`src/rtl/hazard_ctrl.sv`:
```
// Pipeline hazard sequencer: load-use stall and branch-flush controls,
// execute-stage forwarding selects and saturating stall/flush counters.
module hazard_ctrl #(
    parameter int LOAD_STALL_CYCLES = 1,
    parameter int FLUSH_CYCLES      = 1,
    parameter int CNT_W             = 32
) (
    input  logic             clk,
    input  logic             reset,
    input  logic [4:0]       i_d_rs1,
    input  logic [4:0]       i_d_rs2,
    input  logic             i_d_use_rs1,
    input  logic             i_d_use_rs2,
    input  logic [4:0]       i_e_rs1,
    input  logic [4:0]       i_e_rs2,
    input  logic [4:0]       i_e_rd,
    input  logic             i_e_reg_wr_en,
    input  logic             i_e_is_load,
    input  logic [4:0]       i_m_rd,
    input  logic             i_m_reg_wr_en,
    input  logic             i_m_is_load,
    input  logic [4:0]       i_w_rd,
    input  logic             i_w_reg_wr_en,
    input  logic             i_br_taken,
    output logic             o_stall_f,
    output logic             o_bubble_de,
    output logic             o_flush_fd,
    output logic             o_flush_em,
    output logic [1:0]       o_fwd_a,
    output logic [1:0]       o_fwd_b,
    output logic [CNT_W-1:0] o_stall_cnt,
    output logic [CNT_W-1:0] o_flush_cnt
);

    typedef enum logic [1:0] {RUN, LD_STALL, BR_FLUSH} state_t;

    localparam logic [2:0] LD_RELOAD = 3'(LOAD_STALL_CYCLES - 1);
    localparam logic [2:0] FL_RELOAD = 3'(FLUSH_CYCLES - 1);

    state_t     state;
    logic [2:0] cnt;
    logic       ld_hz;
    logic       stall_inc;
    logic       flush_inc;

    assign ld_hz = i_e_is_load & i_e_reg_wr_en & (i_e_rd != 5'd0) &
                   ((i_d_use_rs1 & (i_d_rs1 == i_e_rd)) |
                    (i_d_use_rs2 & (i_d_rs2 == i_e_rd)));

    // A load in M is never a forwarding source; the stall routes its data through W.
    function automatic logic [1:0] fwd_sel(input logic [4:0] src);
        if (i_m_reg_wr_en && !i_m_is_load && i_m_rd != 5'd0 && i_m_rd == src)
            return 2'b01;
        else if (i_w_reg_wr_en && i_w_rd != 5'd0 && i_w_rd == src)
            return 2'b10;
        else
            return 2'b00;
    endfunction

    always_comb begin
        o_stall_f   = 1'b0;
        o_bubble_de = 1'b0;
        o_flush_fd  = 1'b0;
        o_flush_em  = 1'b0;
        o_fwd_a     = 2'b00;
        o_fwd_b     = 2'b00;
        stall_inc   = 1'b0;
        flush_inc   = 1'b0;
        if (!reset) begin
            o_fwd_a = fwd_sel(i_e_rs1);
            o_fwd_b = fwd_sel(i_e_rs2);
            if (i_br_taken) begin
                o_flush_fd  = 1'b1;
                o_bubble_de = 1'b1;
                o_flush_em  = 1'b1;
                flush_inc   = 1'b1;
            end else begin
                case (state)
                    RUN: if (ld_hz) begin
                        o_stall_f   = 1'b1;
                        o_bubble_de = 1'b1;
                        stall_inc   = 1'b1;
                    end
                    LD_STALL: begin
                        o_stall_f   = 1'b1;
                        o_bubble_de = 1'b1;
                        stall_inc   = 1'b1;
                    end
                    BR_FLUSH: begin
                        o_flush_fd  = 1'b1;
                        o_bubble_de = 1'b1;
                    end
                    default: ;
                endcase
            end
        end
    end

    always_ff @(posedge clk) begin
        if (reset) begin
            state       <= RUN;
            cnt         <= 3'd0;
            o_stall_cnt <= '0;
            o_flush_cnt <= '0;
        end else begin
            if (i_br_taken) begin
                cnt   <= FL_RELOAD;
                state <= (FLUSH_CYCLES > 1) ? BR_FLUSH : RUN;
            end else begin
                case (state)
                    RUN: if (ld_hz) begin
                        cnt   <= LD_RELOAD;
                        state <= (LOAD_STALL_CYCLES > 1) ? LD_STALL : RUN;
                    end
                    LD_STALL, BR_FLUSH: begin
                        cnt <= cnt - 3'd1;
                        if (cnt <= 3'd1)
                            state <= RUN;
                    end
                    default: state <= RUN;
                endcase
            end
            if (stall_inc && o_stall_cnt != '1)
                o_stall_cnt <= o_stall_cnt + CNT_W'(1);
            if (flush_inc && o_flush_cnt != '1)
                o_flush_cnt <= o_flush_cnt + CNT_W'(1);
        end
    end

endmodule

```
`config.mk`:
```
export PLATFORM = sky130hd
export DESIGN_NAME = hazard_ctrl
export DESIGN_NICKNAME = d
export VERILOG_FILES = /design/src/rtl/hazard_ctrl.sv
export SDC_FILE = /design/constraint.sdc
export NUM_CORES = 1
export LEC_CHECK = 0
export ABC_AREA = 1
export CAP_MARGIN = 20
export CELL_PAD_IN_SITES_DETAIL_PLACEMENT = 1
export CELL_PAD_IN_SITES_GLOBAL_PLACEMENT = 1
export CORE_UTILIZATION = 34
export DETAILED_ROUTE_END_ITERATION = 6
export PLACE_DENSITY = 0.94
export RECOVER_POWER = 50
export SYNTH_ARGS = -nofsm -noshare
export SYNTH_HDL_FRONTEND = slang
export SYNTH_SLANG_ARGS = --single-unit
```
`constraint.sdc`:
```
create_clock -name clk -period 1.9 [get_ports clk]
set_clock_uncertainty 0.05 [all_clocks]
set_input_delay 0.285 -clock clk [delete_from_list [all_inputs] [get_ports clk]]
set_output_delay 0.285 -clock clk [all_outputs]
set_load 0.05 [all_outputs]
```
==> results_dict.tcl <==
set metrics [dict create \
    outcome "finished, violations left" \
    violations "setup timing" \
    n_fill_cell 1851 \
    drv_cap 0 \
    endpoint_kind "output port" \
    synth.yosys.seq_area_share 0.270 \
    core_area_um2 13400 \
    cp.arrival_ps 1640 \
    grt_pass1_vias 6401 \
    syn_area_per_cell_um2 5.75 \
    syn_nets 871 \
    io_pins 117 \
    routed_wl_mm 22.8 \
    cp.required_ps 1560 \
    syn2layout_area_growth_pct 45.9 \
    synth_top_family_by_area "simple AND/OR/NAND/NOR gates" \
    hold_viol 0 \
    cts_sinks 64 \
    pwr-share-comb 0.124 \
    worst_slack_ps -73.6 \
    clk_pin_slew_ps 60 \
    ys_ff_latch 64 \
    maxSlewViolCount 0 \
    dr.pass1.iters 4 \
    setup_tns_ps -140 \
    pre_cts_slack_ps -292 \
    htree_levels 3 \
    start_util 0.354 \
    synth_compound_area_frac 0.0465 \
    cts_tree "built" \
    ant_nets 0 \
    hold_path_class "reg -> reg" \
    remaining_drc_errors 0 \
    grtUsageTotal 0.290 \
    dp_hpwl_mm 14.0 \
    critPathLaunchType "input port" \
    synth_area_um2 4740 \
    yosys_warnings 0 \
    grt_pass1_wl_mm 32.5 \
    ir_worst_vdd_v 0.000459 \
    synthAdderAreaFrac 0.00528 \
    p_int_mw 2.53 \
    setup_violations 8 \
    synthSimpleGateAreaFrac 0.478 \
    post-route-period-util 1.04 \
    drive_above_1_share 0.201 \
    power.density_nw_per_um2 504 \
    cts_root_buf "clkbuf_16" \
    insertion_delay_ps 350 \
    worst_pin_slew_ps 672 \
    grt_max_degree 38 \
    synth_xor_xnor_area_share 0.0869 \
    relSlewSlack 0.554 \
    synth_mux_area_frac 0 \
    antenna_found_initial 1 \
    avgViaCountPerCell 5.27 \
    grt_setup_unrepaired "yes" \
    place.gp.congestion 1.05 \
    min_period_ps 1970 \
    row_count 42 \
    drtIter0Drc 415 \
    dieArea_um2 14400 \
    die_h_um 120 \
    grt-ovfl-total 0 \
    cts_buffers 9 \
    crit_type "in -> out" \
    postCtsHoldBufs 0 \
    clkPwrFrac 0.487 \
    io_buffer_count 116 \
    p_switching_uw 957 \
    die_w_um 120 \
    swShare 0.275 \
    vias 6264 \
    pwr-share-seq 0.389 \
    synth_cell_types 34 \
    cp_max_fo 2 \
    p_leak_nw 3.00 \
    synth_cells 824 \
    fmax_mhz 507 \
    nets 1053 \
    wire_per_inst_um 19.2 \
    ctsLongestPathBuffers 2 \
]
==> path summary, 6_finish.rpt <==
check                         startpoint                           end  slack, ps  depth (start not counted)
max                           i_e_rs1[4]                    o_fwd_a[1]        -70                          5
min          o_flush_cnt[7]$_SDFFE_PP0P_   o_flush_cnt[7]$_SDFFE_PP0P_        450                          2
max reg2reg  o_flush_cnt[1]$_SDFFE_PP0P_  o_flush_cnt[17]$_SDFFE_PP0P_        -30                         11
min reg2reg  o_flush_cnt[7]$_SDFFE_PP0P_   o_flush_cnt[7]$_SDFFE_PP0P_        450                          2
==> kinds of logic (layout without fill, tap and decap cells) <==
group	after synthesis	count (layout)
AND/OR/NAND/NOR	544	544
XOR/XNOR	47	47
AO/OA/AOI/OAI	43	43
flip-flops	64	64
buffers and inverters	124	311
adder cells (fa/ha/maj)	2	2
other	0	1
==> power groups by stage <==
| stage | clock network (mW) | registers, mW | logic [mW] |
|---|---|---|---|
| 6_report | 1.70 | 1.36 | 0.431 |
| 5_1_grt | 1.78 | 1.36 | 0.458 |
| 4_1_cts | 1.70 | 1.35 | 0.387 |
| 3_5_place_dp | 0 | 1.38 | 0.393 |
| 3_3_place_gp | 0 | 1.38 | 0.379 |
| 2_1_floorplan | 0 | 1.41 | 0.163 |
==> metal layers <==
| metal | global-route usage | vias up | routed length (µm) | share of wire |
|---|---|---|---|---|
| met5 | 0 | - | 0 | 0 |
| met4 | 0.141 | 0 | 1030 | 0.045 |
| met3 | 0.0632 | 83 | 1260 | 0.055 |
| met2 | 0.515 | 241 | 11800 | 0.52 |
| met1 | 0.324 | 3054 | 8780 | 0.38 |
| li1 | - | 2886 | - | - |
==> cell usage after synthesis, drive strengths merged <==
cell type,count,area [µm²]
dfxtp,64,1280
nand3,28,150
or2,2,12.5
o21ai,17,85.1
nor4,1,6.26
inv,103,387
nand2,308,1170
nand4,11,83.8
o21bai,1,7.51
nand3b,6,45.0
a21oi,24,120
clkbuf,5,18.8
xor2,36,315
xnor2,11,96.3
and2,2,12.5
and3,1,6.26
a22oi,1,7.51
nor3,25,145
nor3b,3,22.5
ha,2,25.0
nor2,157,614
buf,16,128
==> repair_timing <==
| item | CTS | global route |
|---|---|---|
| pin swaps | 20 | 25 |
| endpoints found under the setup margin | 48 | 72 |
| gates resized for setup | 73 | 80 |
| cloned | 2 | 3 |
| setup buffers | 3 | 10 |
==> stage by stage <==
| step | hold slack [ps] | utilization | cell area (µm²) | power, mW | cells |
|---|---|---|---|---|---|
| final | 453 | 0.516 | 6910 | 3.48 | 1188 |
| after global routing | 460 | 0.516 | 6910 | 3.59 | 1188 |
| after CTS | 451 | 0.513 | 6870 | 3.44 | 1174 |
| after detailed placement | 442 | 0.482 | 6450 | 1.78 | 1153 |
| after global placement | 433 | 0.482 | 6450 | 1.76 | 1153 |
| after floorplan | 509 | - | 4790 | 1.57 | 824 |
==> critical path: stages <==
cell and delay, ps:
dlygate4sd2_1 280, xnor2_1 190, nand4_1 280, nor3b_4 410, buf_12 190
==> flip-flops by register name, indices dropped and copies added, names as in the netlist <==
register and cells:
o_stall_cnt 32, o_flush_cnt 32
==> area by class of cell <==
| class | instances | area, µm² | area share |
|---|---|---|---|
| multi-input cells | 636 | 3150 | 0.456 |
| repair buffers | 192 | 1520 | 0.220 |
| flip-flops and latches | 64 | 1320 | 0.191 |
| inverters | 103 | 397 | 0.0574 |
| clock buffers | 11 | 264 | 0.0382 |
| well taps | 176 | 220 | 0.0319 |
| clock inverters | 5 | 37.5 | 0.00543 |
| diodes | 1 | 2.50 | 0.000362 |
==> cell usage in the layout, fill, tap and decap left out, types with 3 or more instances in the layout <==
| master | count |
|---|---|
| clkinvlp_4 | 3 |
| nand2_2 | 8 |
| buf_4 | 66 |
| buf_12 | 11 |
| nor3_1 | 19 |
| nand3_1 | 24 |
| nand3b_1 | 6 |
| dfxtp_1 | 41 |
| clkbuf_1 | 50 |
| inv_2 | 7 |
| o21ai_1 | 4 |
| nor2_1 | 133 |
| xnor2_1 | 10 |
| dfxtp_2 | 20 |
| nor2_2 | 18 |
| a21oi_1 | 23 |
| nand2_1 | 297 |
| clkbuf_16 | 12 |
| nor3_2 | 6 |
| dfxtp_4 | 3 |
| clkbuf_2 | 14 |
| o21ai_0 | 13 |
| dlygate4sd2_1 | 28 |
| nand4_1 | 10 |
| xor2_1 | 36 |
| inv_1 | 94 |
| clkdlybuf4s50_1 | 14 |
| nor2_4 | 6 |
No activity file was read; power rests on OpenSTA's default activity.
==> RTL edit: new RTL, config.mk and constraints unchanged <==
`CNT_W`: 32 -> 40.
--- a/src/rtl/hazard_ctrl.sv
+++ b/src/rtl/hazard_ctrl.sv
@@ -5,3 +5,3 @@
     parameter int FLUSH_CYCLES      = 1,
-    parameter int CNT_W             = 32
+    parameter int CNT_W             = 40
 ) (
Ports: changed (resized o_flush_cnt and o_stall_cnt); port bits go from 117 to 133. The function was not compared with the original's and may differ.
==> RTL edit against the original RTL <==
The run still ends with setup timing left; highest routed layer unchanged; combinational power rose by 15%; clock power is 7% higher; total power grew 15%; largest power group unchanged; sequential cell count grew 16; final area increased by 24%; sequential share of layout area up 0.55 points; core utilization rose by 2.0 points; worst setup slack got worse by 44 ps; critical path type is now reg2reg; routed wire length is 26% higher; worst hold slack worse by 1.1 ps; die area up 18%; area after synthesis is 18% higher.
==> RTL edit: results (changes against the original RTL) <==
[outcome]
status = complete, but fails checks
violations = setup timing

[yosys]
synth_common_cells = nand2_1, nor2_1, inv_1
synth_cell_type_count = 33  ; -2.9%
syn_nets = 1000  ; +15%

[final_layout]
largest_registers = o_flush_cnt x40, o_stall_cnt x40
layout-drive-gt1-share = 0.2737  ; +0.07287
layout.nets = 1215  ; +15%

[worst_setup_path]
cp_max_fo = 20  ; +18
reg2reg_to = o_flush_cnt[29]$_SDFFE_PP0P_
slowest_delay_ps = 470  ; +60 ps
r2r_cells = 9  ; -2
r2r_start = o_flush_cnt[38]$_SDFFE_PP0P_
slowest_stage = dfxtp_1
cp.arrival_ps = 2220  ; +580 ps
start_kind = flop

[global_route]
grt_pass1_vias = 7331  ; +15%
grt_usage = 0.2759  ; -0.01375
grt_max_degree = 46  ; +21%

[sta]
finalWorstSetupSlack_ps = -117.1  ; -43.54 ps
setup_violations = 24  ; +16

[placed_design]
port_buffers = 132  ; +14%
routabilityCongestion = 0.9197  ; -12%

[pwr]
cellLeakagePower_nw = 3.675  ; +22%
vdd_ir_drop_max_uv = 528.7  ; +15%

[drt]
via_per_inst = 5.585  ; +5.9%
dr.pass1.iters = 5  ; +1
drt_iter0_markers = 541  ; +30%
wirelength_um = 28820  ; +26%

[min_path]
hold_end = o_flush_cnt[27]$_SDFFE_PP0P_
min-delay-start = o_flush_cnt[27]$_SDFFE_PP0P_

## RTL edit: cell count changes after synthesis, moves of 15 or more
cell     change
nor2_1      +54
a21oi_1     +30
o21ai_1     +24
dfxtp_1     +16
nand2_1     -15
## RTL edit: per-stage QoR
step,hold slack (ps),setup WS [ps],TNS (ps),instances,util
2_1_floorplan,512.3,0.3453,0,953,-
3_5_place_dp,433.2,-528.1,-10500,1353,0.4794
5_1_grt,468.4,-184.7,-4083,1390,0.5362
4_1_cts,444.8,1.142,0,1372,0.5031
6_report,451.5,-117.1,-981.1,1390,0.5362
3_3_place_gp,425.2,-289.7,-5259,1353,0.4794
## RTL edit: kinds of logic after synthesis
| group | Yosys count | share of synthesized area |
|---|---|---|
| compound gates | 93 | 0.08357 |
| xor+xnor | 52 | 0.08112 |
| fa+ha+maj | 2 | 0.004457 |
| buf+inv | 114 | 0.08603 |
| flops | 80 | 0.2853 |
| simple gates | 612 | 0.4596 |
## RTL edit: how the worst max path moves through the flow
stage,endpoint,slack [ps]
floorplan,o_fwd_a[0],0.3
global placement,o_fwd_b[0],-290
detailed placement,o_fwd_b[0],-530
CTS,o_stall_cnt[31],1
global route,o_flush_cnt[30]$_SDFFE_PP0P_,-180
finish,o_flush_cnt[29]$_SDFFE_PP0P_,-120
## RTL edit: per-layer routing
layer	share of wire	global-route usage
met5	0	0
met4	0.063	0.1366
met3	0.066	0.05904
met2	0.50	0.4961
met1	0.37	0.3070
## RTL edit: what timing repair did
action	CTS	global route
endpoints found under the setup margin	50	95
pin swaps	19	43
resized for setup	93	119
buffers inserted	3	11
gates cloned	0	6
## RTL edit: cell type report
type,instances,area [sq um],share of cell area
timing repair buffer,227,2078,0.2422
clock inverter,5,38.79,0.004521
clock buffer,11,264.0,0.03077
sequential,80,1683,0.1961
multi-input combinational,759,3894,0.4538
inverter,91,349.1,0.04069
tap,216,270.3,0.03150
antenna,1,2.502,0.0002917
## RTL edit: where the power goes
part | internal (mW) | switching, mW | leakage [nW]
sequential | 1.67 | 0.00610 | 0.671
combinational | 0.214 | 0.282 | 2.86
clock | 1.01 | 0.814 | 0.147
total | 2.89 | 1.10 | 3.68
## RTL edit: worst register-to-register path, delay by kind of cell, from the launching register on
kind                   cells  cell delay (ps)
flip-flops                 1              470
AO/OA/AOI/OAI              1              230
AND/OR/NAND/NOR            6              810
buffers and inverters      2              370
